--- src/rtl/mem_stage_vlat.sv ---
// MEM pipeline stage for a variable-latency data SRAM.
// Holds one instruction, waits for its data_ok, formats load data, forwards
// the result to ID and passes an opaque sideband to WB. Responses belonging
// to flushed instructions are counted and silently discarded.
module mem_stage_vlat #(
  parameter int PC_W       = 32,
  parameter int DEST_W     = 5,
  parameter int SIDE_W     = 79,
  parameter int MAX_CANCEL = 3
) (
  input  logic              clk,
  input  logic              resetn,
  input  logic              flush,
  input  logic              in_valid,
  output logic              in_allowin,
  input  logic [PC_W-1:0]   in_pc,
  input  logic              in_gr_we,
  input  logic [DEST_W-1:0] in_dest,
  input  logic [31:0]       in_alu_res,
  input  logic [4:0]        in_load_op,
  input  logic              in_rfrom_mem,
  input  logic              in_req_sent,
  input  logic [SIDE_W-1:0] in_side,
  input  logic              data_ok,
  input  logic [31:0]       rdata,
  output logic              out_valid,
  input  logic              out_allowin,
  output logic [PC_W-1:0]   out_pc,
  output logic              out_gr_we,
  output logic [DEST_W-1:0] out_dest,
  output logic [SIDE_W-1:0] out_side,
  output logic [31:0]       out_result,
  output logic [DEST_W-1:0] fwd_dest,
  output logic              fwd_stall,
  output logic [31:0]       fwd_data
);

  localparam int CW = $clog2(MAX_CANCEL + 1);

  logic              r_valid;
  logic [PC_W-1:0]   r_pc;
  logic              r_gr_we;
  logic [DEST_W-1:0] r_dest;
  logic [31:0]       r_alu_res;
  logic [4:0]        r_load_op;
  logic              r_rfrom_mem;
  logic              r_req;
  logic [SIDE_W-1:0] r_side;
  logic              r_got;
  logic [31:0]       r_buf;
  logic [CW-1:0]     r_cancel_cnt;

  logic              w_cancel_idle;
  logic              w_cancel_full;
  logic              w_resp_mine;
  logic              w_ready_go;
  logic              w_kill_mem;
  logic              w_kill_exe;
  logic              w_dec;
  logic [1:0]        w_inc;
  logic [CW+1:0]     w_sum;
  logic [CW-1:0]     w_cancel_nxt;
  logic [31:0]       w_src;
  logic [31:0]       w_sh;
  logic [31:0]       w_fmt;

  assign w_cancel_idle = (r_cancel_cnt == '0);
  assign w_cancel_full = (r_cancel_cnt == CW'(MAX_CANCEL));
  // A response only belongs to this stage once every discarded one has drained.
  assign w_resp_mine   = data_ok & w_cancel_idle;
  assign w_ready_go    = !r_req | r_got | w_resp_mine;

  assign out_valid  = r_valid & w_ready_go & !flush;
  assign in_allowin = (!r_valid | (w_ready_go & out_allowin)) & !w_cancel_full;

  // Requests orphaned by a flush: the waiting one here and the one EXE just issued.
  assign w_kill_mem = r_valid & r_req & !r_got & !w_resp_mine;
  assign w_kill_exe = in_valid & in_req_sent;
  assign w_dec      = data_ok & !w_cancel_idle;

  // Cancel-counter next value: add flush kills, drop one per discarded response, saturate.
  always_comb begin
    w_inc = '0;
    if (flush) w_inc = 2'(w_kill_mem) + 2'(w_kill_exe);
    w_sum = (CW+2)'(r_cancel_cnt) + (CW+2)'(w_inc) - (CW+2)'(w_dec);
    w_cancel_nxt = (w_sum > (CW+2)'(MAX_CANCEL)) ? CW'(MAX_CANCEL) : w_sum[CW-1:0];
  end

  assign w_src = r_got ? r_buf : rdata;
  assign w_sh  = w_src >> {r_alu_res[1:0], 3'b000};

  // Load-data formatting by access width and signedness.
  always_comb begin
    w_fmt = w_sh;
    if (r_load_op[0])      w_fmt = {{24{w_sh[7]}}, w_sh[7:0]};
    else if (r_load_op[1]) w_fmt = {24'd0, w_sh[7:0]};
    else if (r_load_op[2]) w_fmt = {{16{w_sh[15]}}, w_sh[15:0]};
    else if (r_load_op[3]) w_fmt = {16'd0, w_sh[15:0]};
  end

  assign out_result = r_rfrom_mem ? w_fmt : r_alu_res;
  assign fwd_data   = out_result;
  assign fwd_dest   = (r_valid & r_gr_we) ? r_dest : '0;
  assign fwd_stall  = r_valid & r_rfrom_mem & !w_ready_go;
  assign out_pc     = r_pc;
  assign out_gr_we  = r_gr_we;
  assign out_dest   = r_dest;
  assign out_side   = r_side;

  // Stage registers, response buffer and cancel counter.
  always_ff @(posedge clk) begin
    if (!resetn) begin
      r_valid      <= 1'b0;
      r_pc         <= '0;
      r_gr_we      <= 1'b0;
      r_dest       <= '0;
      r_alu_res    <= '0;
      r_load_op    <= '0;
      r_rfrom_mem  <= 1'b0;
      r_req        <= 1'b0;
      r_side       <= '0;
      r_got        <= 1'b0;
      r_buf        <= '0;
      r_cancel_cnt <= '0;
    end else begin
      r_cancel_cnt <= w_cancel_nxt;
      if (flush) begin
        r_valid <= 1'b0;
      end else if (in_allowin) begin
        r_valid <= in_valid;
        if (in_valid) begin
          r_pc        <= in_pc;
          r_gr_we     <= in_gr_we;
          r_dest      <= in_dest;
          r_alu_res   <= in_alu_res;
          r_load_op   <= in_load_op;
          r_rfrom_mem <= in_rfrom_mem;
          r_req       <= in_req_sent;
          r_side      <= in_side;
          r_got       <= 1'b0;
        end
      end
      // Capture and buffering are exclusive: buffering needs !out_allowin with a valid entry.
      if (!flush && r_valid && r_req && !r_got && w_resp_mine && !out_allowin) begin
        r_buf <= rdata;
        r_got <= 1'b1;
      end
    end
  end

endmodule
--- config.mk ---
export PLATFORM = sky130hd
export DESIGN_NAME = mem_stage_vlat
export DESIGN_NICKNAME = d
export VERILOG_FILES = /design/src/rtl/mem_stage_vlat.sv
export SDC_FILE = /design/constraint.sdc
export NUM_CORES = 1
export LEC_CHECK = 0
export ABC_AREA = 1
export BUFFER_PORTS_ARGS = -buffer_cell sky130_fd_sc_hd__buf_4
export CAP_MARGIN = 20
export CORE_AREA = 2 2 227 117
export CTS_BUF_LIST = sky130_fd_sc_hd__clkbuf_4
export CTS_CLUSTER_DIAMETER = 60
export CTS_CLUSTER_SIZE = 10
export DETAILED_ROUTE_END_ITERATION = 8
export DIE_AREA = 0 0 229 119
export SLEW_MARGIN = 0
export SYNTH_ARGS = -nofsm -noshare
export SYNTH_HDL_FRONTEND = slang
export SYNTH_SLANG_ARGS = --single-unit
--- constraint.sdc ---
create_clock -name clk -period 3 [get_ports clk]
set_input_delay 0.9 -clock clk [delete_from_list [all_inputs] [get_ports clk]]
set_output_delay 0.9 -clock clk [all_outputs]
set_load 0.02 [all_outputs]
# Word-level counts from Yosys, hierarchy flattened
# Index checks and enable logic that the tools add are counted.
[classes] n_addsub=3 mul=0 div=0 n_lt_le_gt_ge=1 eq_ne=2 n_shift=1 n_mux=13 n_bitwise=18 n_reduce_logical=20
[ops] op="$mux W32" n=6
[ops] op="$shr A32 B5 Y32" n=1
[ops] op="$and A1 B1 Y1" n=13
[ops] op="$logic_not A1 Y1" n=9
[ops] op="$reduce_and A3 Y1" n=2
[ops] op="$logic_and A1 B1 Y1" n=5
[ops] op="$mux W5" n=1
[ops] op="$gt A4 B2 Y1 const B" n=1
[ops] op="$mux W1" n=4
[ops] op="$mux W2" n=2
[ops] op="$reduce_bool A2 Y1" n=2
[ops] op="$sub A3 B1 Y4" n=1
[ops] op="$add A2 B2 Y3" n=1
[ops] op="$or A1 B1 Y1" n=3
[ops] op="$add A1 B1 Y2" n=1
[ops] op="$eq A2 B2 Y1 const B" n=1
[ops] op="$logic_not A2 Y1" n=1
[ops] op="$ne A2 B1 Y1 const B" n=1
[ops] op="$not A1 Y1" n=2
[ops] op="$reduce_or A2 Y1" n=1
[totals] register_bits=191 latch_bits=0 mem_bits_rw=0 mem_bits_ro=0 input_bits=194 output_inout_bits=189 elab_cells=70 mem_count=0

# Longest topological paths before layout
[depth] word_depth=10 depth_mapped=13

# Worst setup path before layout
# Ideal clock, no wire load.
[synth_path] path_type="input to output" start="input rdata[31]" end="output out_result[22]" arrival_time_ps=2114 slack_ps=-14 stages=8 path_cell_list="nand2_1 > nand3_1 > nand2_1 > nand2_1 > o211ai_2 > buf_6 > a21oi_1 > buf_4"
[synth_via] elab_chain_cells=6
[synth_rtl] element="start: declaration" line="25" text="input logic [31:0] rdata,"
[synth_rtl] element="$mux W32 (*)" line="89" text="assign w_src = r_got ? r_buf : rdata;"
[synth_rtl] element="$shr A32 B5 Y32 (*)" line="90" text="assign w_sh = w_src >> {r_alu_res[1:0], 3'b000};"
[synth_rtl] element="$mux W32" line="97" text="else if (r_load_op[2]) w_fmt = {{16{w_sh[15]}}, w_sh[15:0]};"
[synth_rtl] element="$mux W32" line="96" text="else if (r_load_op[1]) w_fmt = {24'd0, w_sh[7:0]};"
[synth_rtl] element="$mux W32 (*)" line="95" text="if (r_load_op[0]) w_fmt = {{24{w_sh[7]}}, w_sh[7:0]};"
[synth_rtl] element="$mux W32 (*)" line="101" text="assign out_result = r_rfrom_mem ? w_fmt : r_alu_res;"
[synth_rtl] element="end: declaration" line="32" text="output logic [31:0] out_result,"
# Mark *: on every way between the ends. The rest lies on a longest branch, timed or not.

# Worst setup path after layout
[layout_path] start="register r_got" end="output fwd_data[11]"
[layout_via] elab_chain_cells=7
[layout_rtl] element="start: declaration" line="49" text="logic r_got;"
[layout_rtl] element="start signal: assignment" line="122" text="r_got <= 1'b0;"
[layout_rtl] element="start signal: assignment" line="140" text="r_got <= 1'b0;"
[layout_rtl] element="start signal: assignment" line="146" text="r_got <= 1'b1;"
[layout_rtl] element="$mux W32 (*)" line="89"
[layout_rtl] element="$shr A32 B5 Y32 (*)" line="90"
[layout_rtl] element="$mux W32" line="98" text="else if (r_load_op[3]) w_fmt = {16'd0, w_sh[15:0]};"
[layout_rtl] element="$mux W32" line="97"
[layout_rtl] element="$mux W32" line="96"
[layout_rtl] element="$mux W32 (*)" line="95"
[layout_rtl] element="$mux W32 (*)" line="101"
[layout_rtl] element="end: declaration" line="35" text="output logic [31:0] fwd_data"
# Marked as above.

==> summary.md <==
| Metric | Value |
|---|---|
| Clk buf depth | `2` |
| Cell Area, Synth | `0.00875 mm^2` |
| Dpl hpwl | `23700 um` |
| Crit-path cells | `buf_12, buf_16, nand2_1, nand2_1, a21oi_1, o21ai_1, buf_4, nand2_2, a21oi_4, buf_6` |
| CP dominant cell by count | `nand2_1` |
| Violated checks | `negative setup slack` |
| RSZ-0062 raised after global routing | `true` |
| Syn-to-layout area delta | `54.1%` |
| Final setup violation count | `60` |
| Final WS setup | `-0.254 ns` |
| Synth Instances | `1205` |
| CP arrival | `2.35 ns` |
| DR pass1 iterations | `5` |
| Max-cap violations | `0` |
| Crit share post-route | `108%` |
| Part of the power in registers | `42.8%` |
| Worst-path clk slew | `0.16 ns` |
| Worst Path Max Fanout | `13` |
| Final-report max-slew violation count | `0` |
| Max rail drop VDD | `0.265 mV` |
| Reg area | `0.00384 mm^2` |
| CTS tree | `built` |
| Worst slew margin | `67.5%` |
| Ports | `383` |
| Clk sinks | `191` |
| Pwr Total | `6.69 mW` |
| Critical Path Sink Type | `primary output` |
| Pwr Density | `496 mW/mm^2` |
| Port Buffer Count | `381` |
| Status | `complete, but fails checks` |
| Crit path largest cell delay | `0.46 ns` |
| Yosys cell types | `34` |
| Routed vias | `9445` |
| Drt drc | `0` |
| Syn_area_per_cell | `7.26 um^2` |
| Fin. Hold Viols | `0` |
| Post-layout min period | `3.25 ns` |
| Die Area | `0.0273 mm^2` |
| Worst skew pair latency | `0.63 ns` |
| Fillers | `2476` |
| Logic pwr share | `37.2%` |
| Vias/cell | `4.89` |
| GRT overflow | `0` |
| Utilization after layout | `52.6%` |
| Final antenna-violating net count | `0` |
| Tot GR Track Use | `24.7%` |
| Syn_nets | `1405` |
| Register area share after synthesis | `43.7%` |
| Clk root buf | `clkbuf_4` |
| Clock share of power | `20.0%` |
| WL/cell | `17.8 um` |
| Clk_skew | `0.0343 ns` |
| Switch share | `38.3%` |
| Pin count of the biggest net entering global routing | `111` |
| Multi-input gate area | `0.00436 mm^2` |
| Die Width | `229 um` |
| CP startpoint kind | `flop` |
| Row cnt | `42` |
| Max Clock Freq | `307 MHz` |
| Seq cells post-synth | `191` |
| Vias in the first global route | `8912` |
| Global placement routability congestion | `0.925` |
| Initial antenna violation count | `2` |
| Hold crit path type | `flop to flop` |
| DR iter-0 viols | `956` |
| Inserted Clock Buffers | `17` |
| Die Y | `119 um` |
| Share of layout cells above drive strength 1 | `41.0%` |
| Total wire length | `34400 um` |
| Worst hold slack | `0.453 ns` |
| Worst Setup Path Type | `flop to primary output` |
| CP Data Required Time | `2.10 ns` |
| CTS H-tree lvls | `4` |
| Global-route wire length before repair | `51500 um` |
| Synth warnings | `0` |
| Starting Density | `34.1%` |
| Slew @ Worst Pin | `0.487 ns` |
| Internal | `4.13 mW` |
| Final-stage net count | `1766` |
| Worst path slowest cell | `dfxtp_4` |
| Sw Pwr | `2.56 mW` |
| Pleak | `5.98 nW` |
| Core Footprint | `0.0256 mm^2` |
==> Yosys cell counts, drive strengths merged <==
cell	number	share of area, %
nand3b	2	0.31
o311ai	1	0.10
a22o	1	0.10
or2	2	0.14
nor3	1	0.11
o21ai	206	12
clkinv	1	0.043
ha	5	0.71
a21oi	197	11
fa	1	0.23
nand2	124	5.3
dfxtp	191	44
and2	1	0.072
nor2	98	4.5
inv	176	7.5
clkbuf	28	1.2
nand3	77	4.6
o211ai	6	0.57
buf	87	7.6
==> layer usage <==
layer | vias up | wire length (um) | part of all wire, % | GRT usage (%)
met1 | 4391 | 15500 | 45 | 34.7
met5 | - | 16 | 0.047 | 0
met2 | 401 | 15000 | 44 | 36.1
met3 | 42 | 3260 | 9.5 | 8.05
met4 | 2 | 572 | 1.7 | 6.37
li1 | 4609 | - | - | -
==> power by group through the flow <==
stage	registers (mW)	clock network (mW)	logic, mW
after floorplan	3.08	0	1.05
after global placement	2.91	0	2.06
after detailed placement	2.91	0	2.08
after CTS	2.86	1.39	2.34
after global routing	2.89	1.49	2.65
final	2.86	1.34	2.49
==> path summary, 6_finish.rpt <==
path	depth (start not counted)	slack, ns	endpoint	start
setup / recovery	10	-0.25	fwd_data[11]	r_got
hold / removal	2	0.45	out_side[76]	out_side[76]
setup reg to reg	12	0.51	r_cancel_cnt[1]	r_got
hold reg to reg	2	0.45	out_side[76]	out_side[76]
==> kinds of logic (layout without fill, tap and decap cells) <==
group / Yosys count / in the layout / share of synthesized area, %
flip-flops: 191 / 191 / 43.7
buffers and inverters: 292 / 665 / 16.4
AO/OA/AOI/OAI: 411 / 411 / 23.9
other: 0 / 2 / 0
adder cells (fa/ha/maj): 6 / 6 / 0.944
AND/OR/NAND/NOR: 305 / 306 / 15.1
==> cell usage in the layout (no fill, tap or decap), drive strengths merged <==
cell | Yosys | final
o21ai | 206 | 206
clkinv | 1 | 8
clkbuf | 28 | 17
nand3b | 2 | 2
ha | 5 | 5
nand2 | 124 | 124
nor3 | 1 | 1
inv | 176 | 178
diode | 0 | 2
a22o | 1 | 1
or2 | 2 | 2
clkinvlp | 0 | 6
buf | 87 | 456
dfxtp | 191 | 191
o211ai | 6 | 6
a21oi | 197 | 197
fa | 1 | 1
nor2 | 98 | 98
o311ai | 1 | 1
and2 | 1 | 1
nand3 | 77 | 78
==> metrics by stage <==
step | cell area (um^2) | TNS [ns] | setup slack, ns | instances
2_1_floorplan | 8760 | -0.114 | -0.0143 | 1205
3_3_place_gp | 11700 | -3.25 | -0.218 | 1867
3_5_place_dp | 11700 | -3.20 | -0.194 | 1867
4_1_cts | 13000 | -11.63 | -0.260 | 1923
5_1_grt | 13500 | -16.61 | -0.353 | 1933
6_report | 13500 | -10.14 | -0.254 | 1933
==> critical path, delay by kind of cell (launching register included) <==
kind	cells	cell delay [ns]
DFF	1	0.46
buffers and inverters	4	0.60
and+or+nand+nor	3	0.28
AOI/OAI and AO/OA	3	0.38
==> final cells by class <==
class / count / area share (%)
diodes: 2 / 0.0371
clock buffers: 17 / 0.947
repair buffers: 456 / 29.0
flip-flops and latches: 191 / 28.5
inverters: 177 / 5.07
clock inverters: 15 / 0.835
well taps: 352 / 3.27
multi-input cells: 723 / 32.4
==> flip-flops by register name, summed over array words and instances, names as in the netlist <==
signal	flops
r_cancel_cnt	2
r_alu_res	32
r_got	1
r_rfrom_mem	1
out_pc	32
out_gr_we	1
out_dest	5
r_req	1
r_valid	1
out_side	79
r_load_op	4
r_buf	32
==> timing repair <==
item / in CTS / in global routing
hold buffers: 0 / 0
pin swaps: 52 / 35
setup endpoints to repair: 64 / 64
hold endpoints to repair: 0 / 0
gates cloned: 9 / 0
resized for setup: 207 / 88
setup buffers: 18 / 12
Note: power is estimated with default switching activity, not from simulation.
